`config.mk`:
```
export PLATFORM = sky130hd
export DESIGN_NAME = seq_mult_ctrl
export DESIGN_NICKNAME = d
export VERILOG_FILES = /design/src/rtl/seq_mult_ctrl.sv
export SDC_FILE = /design/constraint.sdc
export NUM_CORES = 1
export LEC_CHECK = 0
export CORE_AREA = 3 3 70 72
export DETAILED_ROUTE_END_ITERATION = 8
export DIE_AREA = 0 0 73 75
export GPL_TIMING_DRIVEN = 0
export PLACE_DENSITY = 0.72
export SYNTH_ARGS = -nofsm -noshare
export SYNTH_HDL_FRONTEND = slang
export SYNTH_SLANG_ARGS = --single-unit
```
`constraint.sdc`:
```
create_clock -name clk -period 2.5 [get_ports clk]
set_input_delay 0.5 -clock clk [delete_from_list [all_inputs] [get_ports clk]]
set_output_delay 0.5 -clock clk [all_outputs]
set_load 0.005 [all_outputs]
```
`src/rtl/seq_mult_ctrl.sv`:
```
// Sequential shift-add multiplier: one partial product per clock into a 2*WIDTH-bit accumulator.
// Define SEQ_MULT_SIGNED_EN for two's-complement operands (Baugh-Wooley final subtract).
module seq_mult_ctrl #(
  parameter int WIDTH = 5
) (
  input  logic               clk,
  input  logic               rst,
  input  logic               start,
  input  logic [WIDTH-1:0]   a,
  input  logic [WIDTH-1:0]   b,
  output logic               busy,
  output logic               done,
  output logic [2*WIDTH-1:0] product
);

  localparam int PW = 2 * WIDTH;
  localparam int SW = (WIDTH > 1) ? $clog2(WIDTH) : 1;

  localparam logic [1:0] ST_IDLE = 2'd0;
  localparam logic [1:0] ST_ACC  = 2'd1;
  localparam logic [1:0] ST_DONE = 2'd2;

  logic [1:0]       state_r;
  logic [WIDTH-1:0] a_r;
  logic [WIDTH-1:0] b_r;
  logic [PW-1:0]    acc_r;
  logic [SW-1:0]    step_r;
  logic             busy_r;
  logic             done_r;
  logic [PW-1:0]    product_r;

  logic [PW-1:0]    a_ext_s;
  logic [PW-1:0]    pp_s;
  logic             last_s;
  logic [PW-1:0]    sum_s;

  // Partial product for multiplier bit idx: extended multiplicand gated by that bit, weighted by 2^idx.
  function automatic logic [PW-1:0] partial_product(input logic [PW-1:0] mcand,
                                                    input logic [WIDTH-1:0] mplier,
                                                    input logic [SW-1:0] idx);
    logic [PW-1:0] pp;
    if (mplier[idx]) begin
      pp = mcand << idx;
    end else begin
      pp = {PW{1'b0}};
    end
    return pp;
  endfunction

  // Step datapath: extend A, form pp_i, add (or subtract on the sign-weighted last step).
  always_comb begin
    a_ext_s = {PW{1'b0}};
    pp_s    = {PW{1'b0}};
    last_s  = 1'b0;
    sum_s   = {PW{1'b0}};
`ifdef SEQ_MULT_SIGNED_EN
    a_ext_s = {{WIDTH{a_r[WIDTH-1]}}, a_r};
`else
    a_ext_s = {{WIDTH{1'b0}}, a_r};
`endif
    pp_s   = partial_product(a_ext_s, b_r, step_r);
    last_s = (step_r == SW'(WIDTH - 1));
`ifdef SEQ_MULT_SIGNED_EN
    if (last_s) begin
      sum_s = acc_r - pp_s;
    end else begin
      sum_s = acc_r + pp_s;
    end
`else
    sum_s = acc_r + pp_s;
`endif
  end

  // Control FSM and all output registers.
  always_ff @(posedge clk) begin
    if (rst) begin
      state_r   <= ST_IDLE;
      a_r       <= {WIDTH{1'b0}};
      b_r       <= {WIDTH{1'b0}};
      acc_r     <= {PW{1'b0}};
      step_r    <= {SW{1'b0}};
      busy_r    <= 1'b0;
      done_r    <= 1'b0;
      product_r <= {PW{1'b0}};
    end else begin
      case (state_r)
        ST_IDLE: begin
          done_r <= 1'b0;
          if (start) begin
            a_r     <= a;
            b_r     <= b;
            acc_r   <= {PW{1'b0}};
            step_r  <= {SW{1'b0}};
            busy_r  <= 1'b1;
            state_r <= ST_ACC;
          end else begin
            busy_r  <= 1'b0;
            state_r <= ST_IDLE;
          end
        end
        ST_ACC: begin
          acc_r <= sum_s;
          if (last_s) begin
            product_r <= sum_s;
            busy_r    <= 1'b0;
            done_r    <= 1'b1;
            state_r   <= ST_DONE;
          end else begin
            step_r    <= step_r + SW'(1);
          end
        end
        ST_DONE: begin
          done_r  <= 1'b0;
          busy_r  <= 1'b0;
          state_r <= ST_IDLE;
        end
        default: begin
          busy_r  <= 1'b0;
          done_r  <= 1'b0;
          state_r <= ST_IDLE;
        end
      endcase
    end
  end

  assign busy    = busy_r;
  assign done    = done_r;
  assign product = product_r;

endmodule
```
==> results of run 1 <==
-- flip-flops by register name, indices dropped and copies added, names as in the netlist --
register  flops
acc_r        10
product      10
a_r           5
b_r           5
step_r        3
state_r       2
busy          1
done          1
-- worst register-to-register path, stage by stage, from the launching register on --
cell	delay, ns
dfxtp_4	0.35
mux4_2	0.51
and2_4	0.18
a31oi_4	0.22
a21oi_1	0.10
ha_1	0.36
buf_4	0.16
or2_2	0.31
o311ai_2	0.25
-- cell type report --
type | instances | area share [%]
multi-input cells | 208 | 52.7
flip-flops and latches | 37 | 27.0
repair buffers | 32 | 11.0
clock buffers | 7 | 3.13
plain buffers | 16 | 2.90
well taps | 52 | 2.36
inverters | 7 | 0.952
-- kinds of logic after synthesis --
| family | after synthesis | synth area share [%] |
|---|---|---|
| flops | 37 | 34.6 |
| xor+xnor | 3 | 1.23 |
| mux | 8 | 4.44 |
| fa+ha+maj | 12 | 7.36 |
| buf+inv | 23 | 4.73 |
| compound gates | 74 | 23.3 |
| simple gates | 111 | 24.4 |
-- what timing repair did --
action / 4_1_cts / 5_1_grt
pin swaps: 18 / 11
setup buffers: 7 / 1
endpoints found under the setup margin: 11 / 12
gates resized for setup: 17 / 15
-- through the flow --
step / hold WS [ns] / instances
floorplan: 0.433 / 268
global placement: 0.441 / 344
detailed placement: 0.447 / 344
CTS: 0.458 / 358
global route: 0.478 / 359
finish: 0.455 / 359
-- worst max-delay path by stage --
| stage | slack [ns] | cells past startpoint | end |
|---|---|---|---|
| finish | -0.02 | 8 | product[7] |
| global route | -0.11 | 10 | product[8] |
| CTS | -0.07 | 10 | product[5] |
| detailed placement | -0.27 | 9 | acc_r[9] |
| global placement | -0.23 | 9 | acc_r[9] |
| floorplan | -0.02 | 9 | acc_r[9] |
-- synthesized netlist by cell type, drive strengths merged, types with 6 or more instances --
master   n  share of area, %
dfxtp   37                35
nor2    21               3.7
ha      11               6.4
nand2   43               7.5
buf     12               2.8
nand3   14               3.3
nor3     7               1.6
nand4    6               1.8
inv      7               1.2
a21oi   29               6.8
o211ai  13               4.6
-- power groups by stage --
stage | Combinational [mW] | Clock, mW | Sequential [mW]
global placement | 0.144 | 0 | 0.632
floorplan | 0.0960 | 0 | 0.628
CTS | 0.154 | 0.445 | 0.617
global route | 0.174 | 0.473 | 0.620
detailed placement | 0.146 | 0 | 0.633
finish | 0.159 | 0.431 | 0.618
-- metal layers --
metal	global-route usage [%]	part of all wire [%]	vias to the layer above
li1	-	-	1044
met1	25.1	43	955
met2	35.1	47	72
met3	5.21	6.3	17
met4	11.9	3.4	0
met5	0	0	-
==> results.ini, run 1 <==
[cells_and_area]
multi_input_area_um2 = 1450
final_common_cell = nand2_1
layout.nets = 332
num_antenna_cells = 0
postLayoutCoreUtil_pct = 63.4
seq_area_um2 = 744
layout_common_cells = 41 x nand2_1, 36 x dfxtp_1, 25 x a21oi_1
drive_gt1_share_pct = 21.2
n_fill_cell = 365
syn2layout_area_growth_pct = 28.8
post-route-cell-area_um2 = 2760

[worst_setup_path]
worst_setup_path_start_kind = flop
r2r-start = step_r[0]
r2r-end = product[7]
worstPathRequired_ns = 2.71
cpLargestDelayFamily = compound AO/OA/AOI/OAI gates
path_cells = mux4_2 > and2_4 > a31oi_4 > a21oi_1 > ha_1 > buf_4 > or2_2 > o311ai_2
criticalPathCategory = reg2reg
end_kind = flop
worstPathMaxFanout = 4
reg2reg_depth = 8
crit_path_top_delay_cell = mux4_2
path_buf_inv = 1
slowest_delay_ns = 0.51
critPathArrivalTime_ns = 2.73
startpoint = step_r[0]
rrSetupSlack_ns = -0.02

[synth]
synth_edf_count = 0
ys_ff_latch = 37
synth_nets = 293
yosysWarningCount = 0
syn_area_um2 = 2140
yosysSeqAreaShare_pct = 34.6
async_flop_share_pct = 0
synth.distinct_cells = 45
synthCells = 268
syn_area_per_cell_um2 = 7.99
ys.flop_type = dfxtp_1

[routing]
via_count = 2088
vias_per_cell = 5.82
wl_mm = 5.55
wl_per_cell_um = 15.5
firstDrtPassIters = 4
drt_iter0_drc = 198
drc = 0
ant_nets = 0

[floorplanning]
die_area_um2 = 5480
die_h_um = 75
chipWidth_um = 73
core_area_um2 = 4350
initial_core_util_pct = 49.2
num_rows = 24
ios = 25

[power_and_ir_drop]
power_mw = 1.21
p_clk_share_pct = 35.7
powerDensity_nw_per_um2 = 438
ir_drop_uv = 248
p_seq_share_pct = 51.2
p_leak_nw = 0.967
comb_power_share_pct = 13.1
sw_frac_of_total_pct = 26.4
p_sw_uw = 319
internal_power_uw = 888

[global_route]
grt_usage_pct = 21.2
overflow = 0
grt_pass1_vias = 1898
grt_first_pass_wirelength_mm = 8.80
antenna_found_initial = 0
grt_max_degree = 11

[clocking]
clockBufferDepth = 2
cts_buffers = 5
cts-root-buf = clkbuf_8
htreeDepth = 2
clkTransAtPathRegs_ns = 0.07
cts_tree = built
clk_latency_ns = 0.30
cts.sinks = 37
cts_hold_buf = 0

[sta]
slew_headroom_pct = 64.4
post-route-period-util_pct = 101
setup_viol = 5
period_needed_ns = 2.52
slew_viol_final = 0
hold_viol = 0
max_freq_mhz = 396
fin_skew_ns = 0.00705
fin_ws_ns = -0.0237
rsz0062_at_grt = true
tightestPinTransition_ns = 0.534
final.setup.tns_ns = -0.0657

[placement]
dpl.hpwl_mm = 3.87
placed_area_um2 = 2460
place_ws_ns = -0.267
routabilityCongestion = 0.905
io_buffer_count = 24

[min_path]
hp-start = product[2]
min_to = product[2]
hold_path_class = reg2reg
hold_path_depth = 2

[status]
violations = negative setup slack
status = finished with violations

[flow_run]
drv_cap = 0

No activity file was read; power rests on OpenSTA's default activity.
==> inputs of run 2 (changes only) <==
GPL_ROUTABILITY_DRIVEN = 0   (was unset)
SLEW_MARGIN = 40   (was unset)
==> results of run 2 <==
Same layout as run 1: the final DEF is identical, and so are final timing and power.
==> inputs of run 3 (changes only) <==
CORE_AREA = 2 2 69 71   (was 3 3 70 72)
DIE_AREA = 0 0 71 73   (was 0 0 73 75)
GPL_ROUTABILITY_DRIVEN = 1   (was 0)
==> results.ini, run 3 (synthesis gave the netlist of run 1 again) <==
[sta]
setup_viol = 2
max_freq_mhz = 396
period_needed_ns = 2.53
slew_viol_final = 0
fin_skew_ns = 0.0108
fin_ws_ns = -0.0284
hold_viol = 0
final.setup.tns_ns = -0.0490
holdWs_ns = 0.454
rsz0062_at_grt = true
slew_headroom_pct = 62.3
post-route-period-util_pct = 101
tightestPinTransition_ns = 0.565

[global_route]
grt_max_degree = 12
grt_first_pass_wirelength_mm = 9.05
antenna_found_initial = 0
grt_usage_pct = 22.3
grt_pass1_vias = 1941
overflow = 0

[clocking]
cts_hold_buf = 0
clockBufferDepth = 2
htreeDepth = 2
cts_buffers = 5
clk_latency_ns = 0.30
cts.sinks = 37
clkTransAtPathRegs_ns = 0.07
cts_tree = built
cts-root-buf = clkbuf_8

[cells_and_area]
syn2layout_area_growth_pct = 32.7
layout.nets = 331
final_common_cell = nand2_1
postLayoutCoreUtil_pct = 62.6
drive_gt1_share_pct = 22.1
layout_common_cells = 41 x nand2_1, 36 x dfxtp_1, 26 x a21oi_1
num_antenna_cells = 0

[floorplanning]
ios = 25
die_area_um2 = 5180
die_h_um = 73
num_rows = 25
chipWidth_um = 71
initial_core_util_pct = 47.2
core_area_um2 = 4540

[worst_setup_path]
worstPathMaxFanout = 4
r2r-start = step_r[0]
startpoint = step_r[0]
worstPathRequired_ns = 2.71
r2r-end = acc_r[5]
end_kind = flop
rrSetupSlack_ns = -0.03
worst_setup_path_start_kind = flop
reg2reg_depth = 10
criticalPathCategory = reg2reg
critPathArrivalTime_ns = 2.74
timing.critical_path.to = acc_r[5]

[status]
status = finished with violations
violations = negative setup slack

[power_and_ir_drop]
ir_drop_uv = 335
internal_power_uw = 996
sw_frac_of_total_pct = 25.0
p_sw_uw = 331
powerDensity_nw_per_um2 = 467
p_seq_share_pct = 46.6
p_clk_share_pct = 41.4
comb_power_share_pct = 12.0
power_mw = 1.33
p_leak_nw = 0.980

[flow_run]
drv_cap = 0

[placement]
dpl.hpwl_mm = 3.85
routabilityCongestion = 0.924
io_buffer_count = 24

[routing]
vias_per_cell = 5.80
ant_nets = 0
firstDrtPassIters = 4
drt_iter0_drc = 167
wl_mm = 5.62
wl_per_cell_um = 15.6
via_count = 2094
drc = 0

[min_path]
hold_path_class = reg2reg

## run 3: worst max-delay path, cell delays in order, from the launching register on
cell	delay (ns)
dfxtp_4	0.35
mux4_2	0.51
and2_4	0.18
a31oi_4	0.20
a21oi_2	0.07
ha_4	0.29
o211ai_1	0.13
o21ai_2	0.27
buf_6	0.16
xnor2_4	0.06
o31ai_2	0.21
## run 3: power by group through the flow
stage / Combinational (mW) / Clock, mW / Sequential (mW)
floorplan: 0.0960 / 0 / 0.628
global placement: 0.144 / 0 / 0.632
finish: 0.159 / 0.549 / 0.618
detailed placement: 0.145 / 0 / 0.633
global route: 0.175 / 0.575 / 0.620
CTS: 0.151 / 0.553 / 0.617
## run 3: how the worst min path moves through the flow
stage          depth (start not counted)  slack [ns]        from          to
6_report                               2        0.45      b_r[2]      b_r[2]
5_1_grt                                2        0.48  product[4]  product[4]
4_1_cts                                2        0.46      b_r[2]      b_r[2]
3_5_place_dp                           2        0.45      b_r[3]      b_r[3]
3_3_place_gp                           2        0.44      b_r[2]      b_r[2]
2_1_floorplan                          2        0.43      b_r[2]      b_r[2]
## run 3: layout make-up
class,instances,area [µm²]
Fill cell,392,1690
Multi-Input combinational cell,208,1510
Sequential cell,37,744
Timing Repair Buffer,31,297
Clock buffer,7,86.3
Buffer,16,83.8
Tap cell,54,67.6
Clock inverter,1,30.0
Inverter,7,26.3
## run 3: repair_timing
item	CTS	global route
pin swaps	20	12
endpoints found under the setup margin	9	12
buffers inserted	6	1
gates resized for setup	16	24
## run 3: metal layers
metal / GRT usage (%) / wire [µm] / vias up
met1: 27.6 / 2520 / 987
li1: - / - / 1038
met2: 38.5 / 2730 / 63
met4: 7.55 / 72 / 0
met3: 4.97 / 299 / 6
met5: 0 / 0 / -
## run 3: per-stage QoR
step / worst slack (ns) / area [µm²] / instances
after global placement: -0.225 / 2470 / 346
after global routing: -0.131 / 2840 / 361
final: -0.0284 / 2840 / 361
after CTS: -0.0305 / 2690 / 360
after floorplan: -0.0225 / 2160 / 268
after detailed placement: -0.249 / 2470 / 346
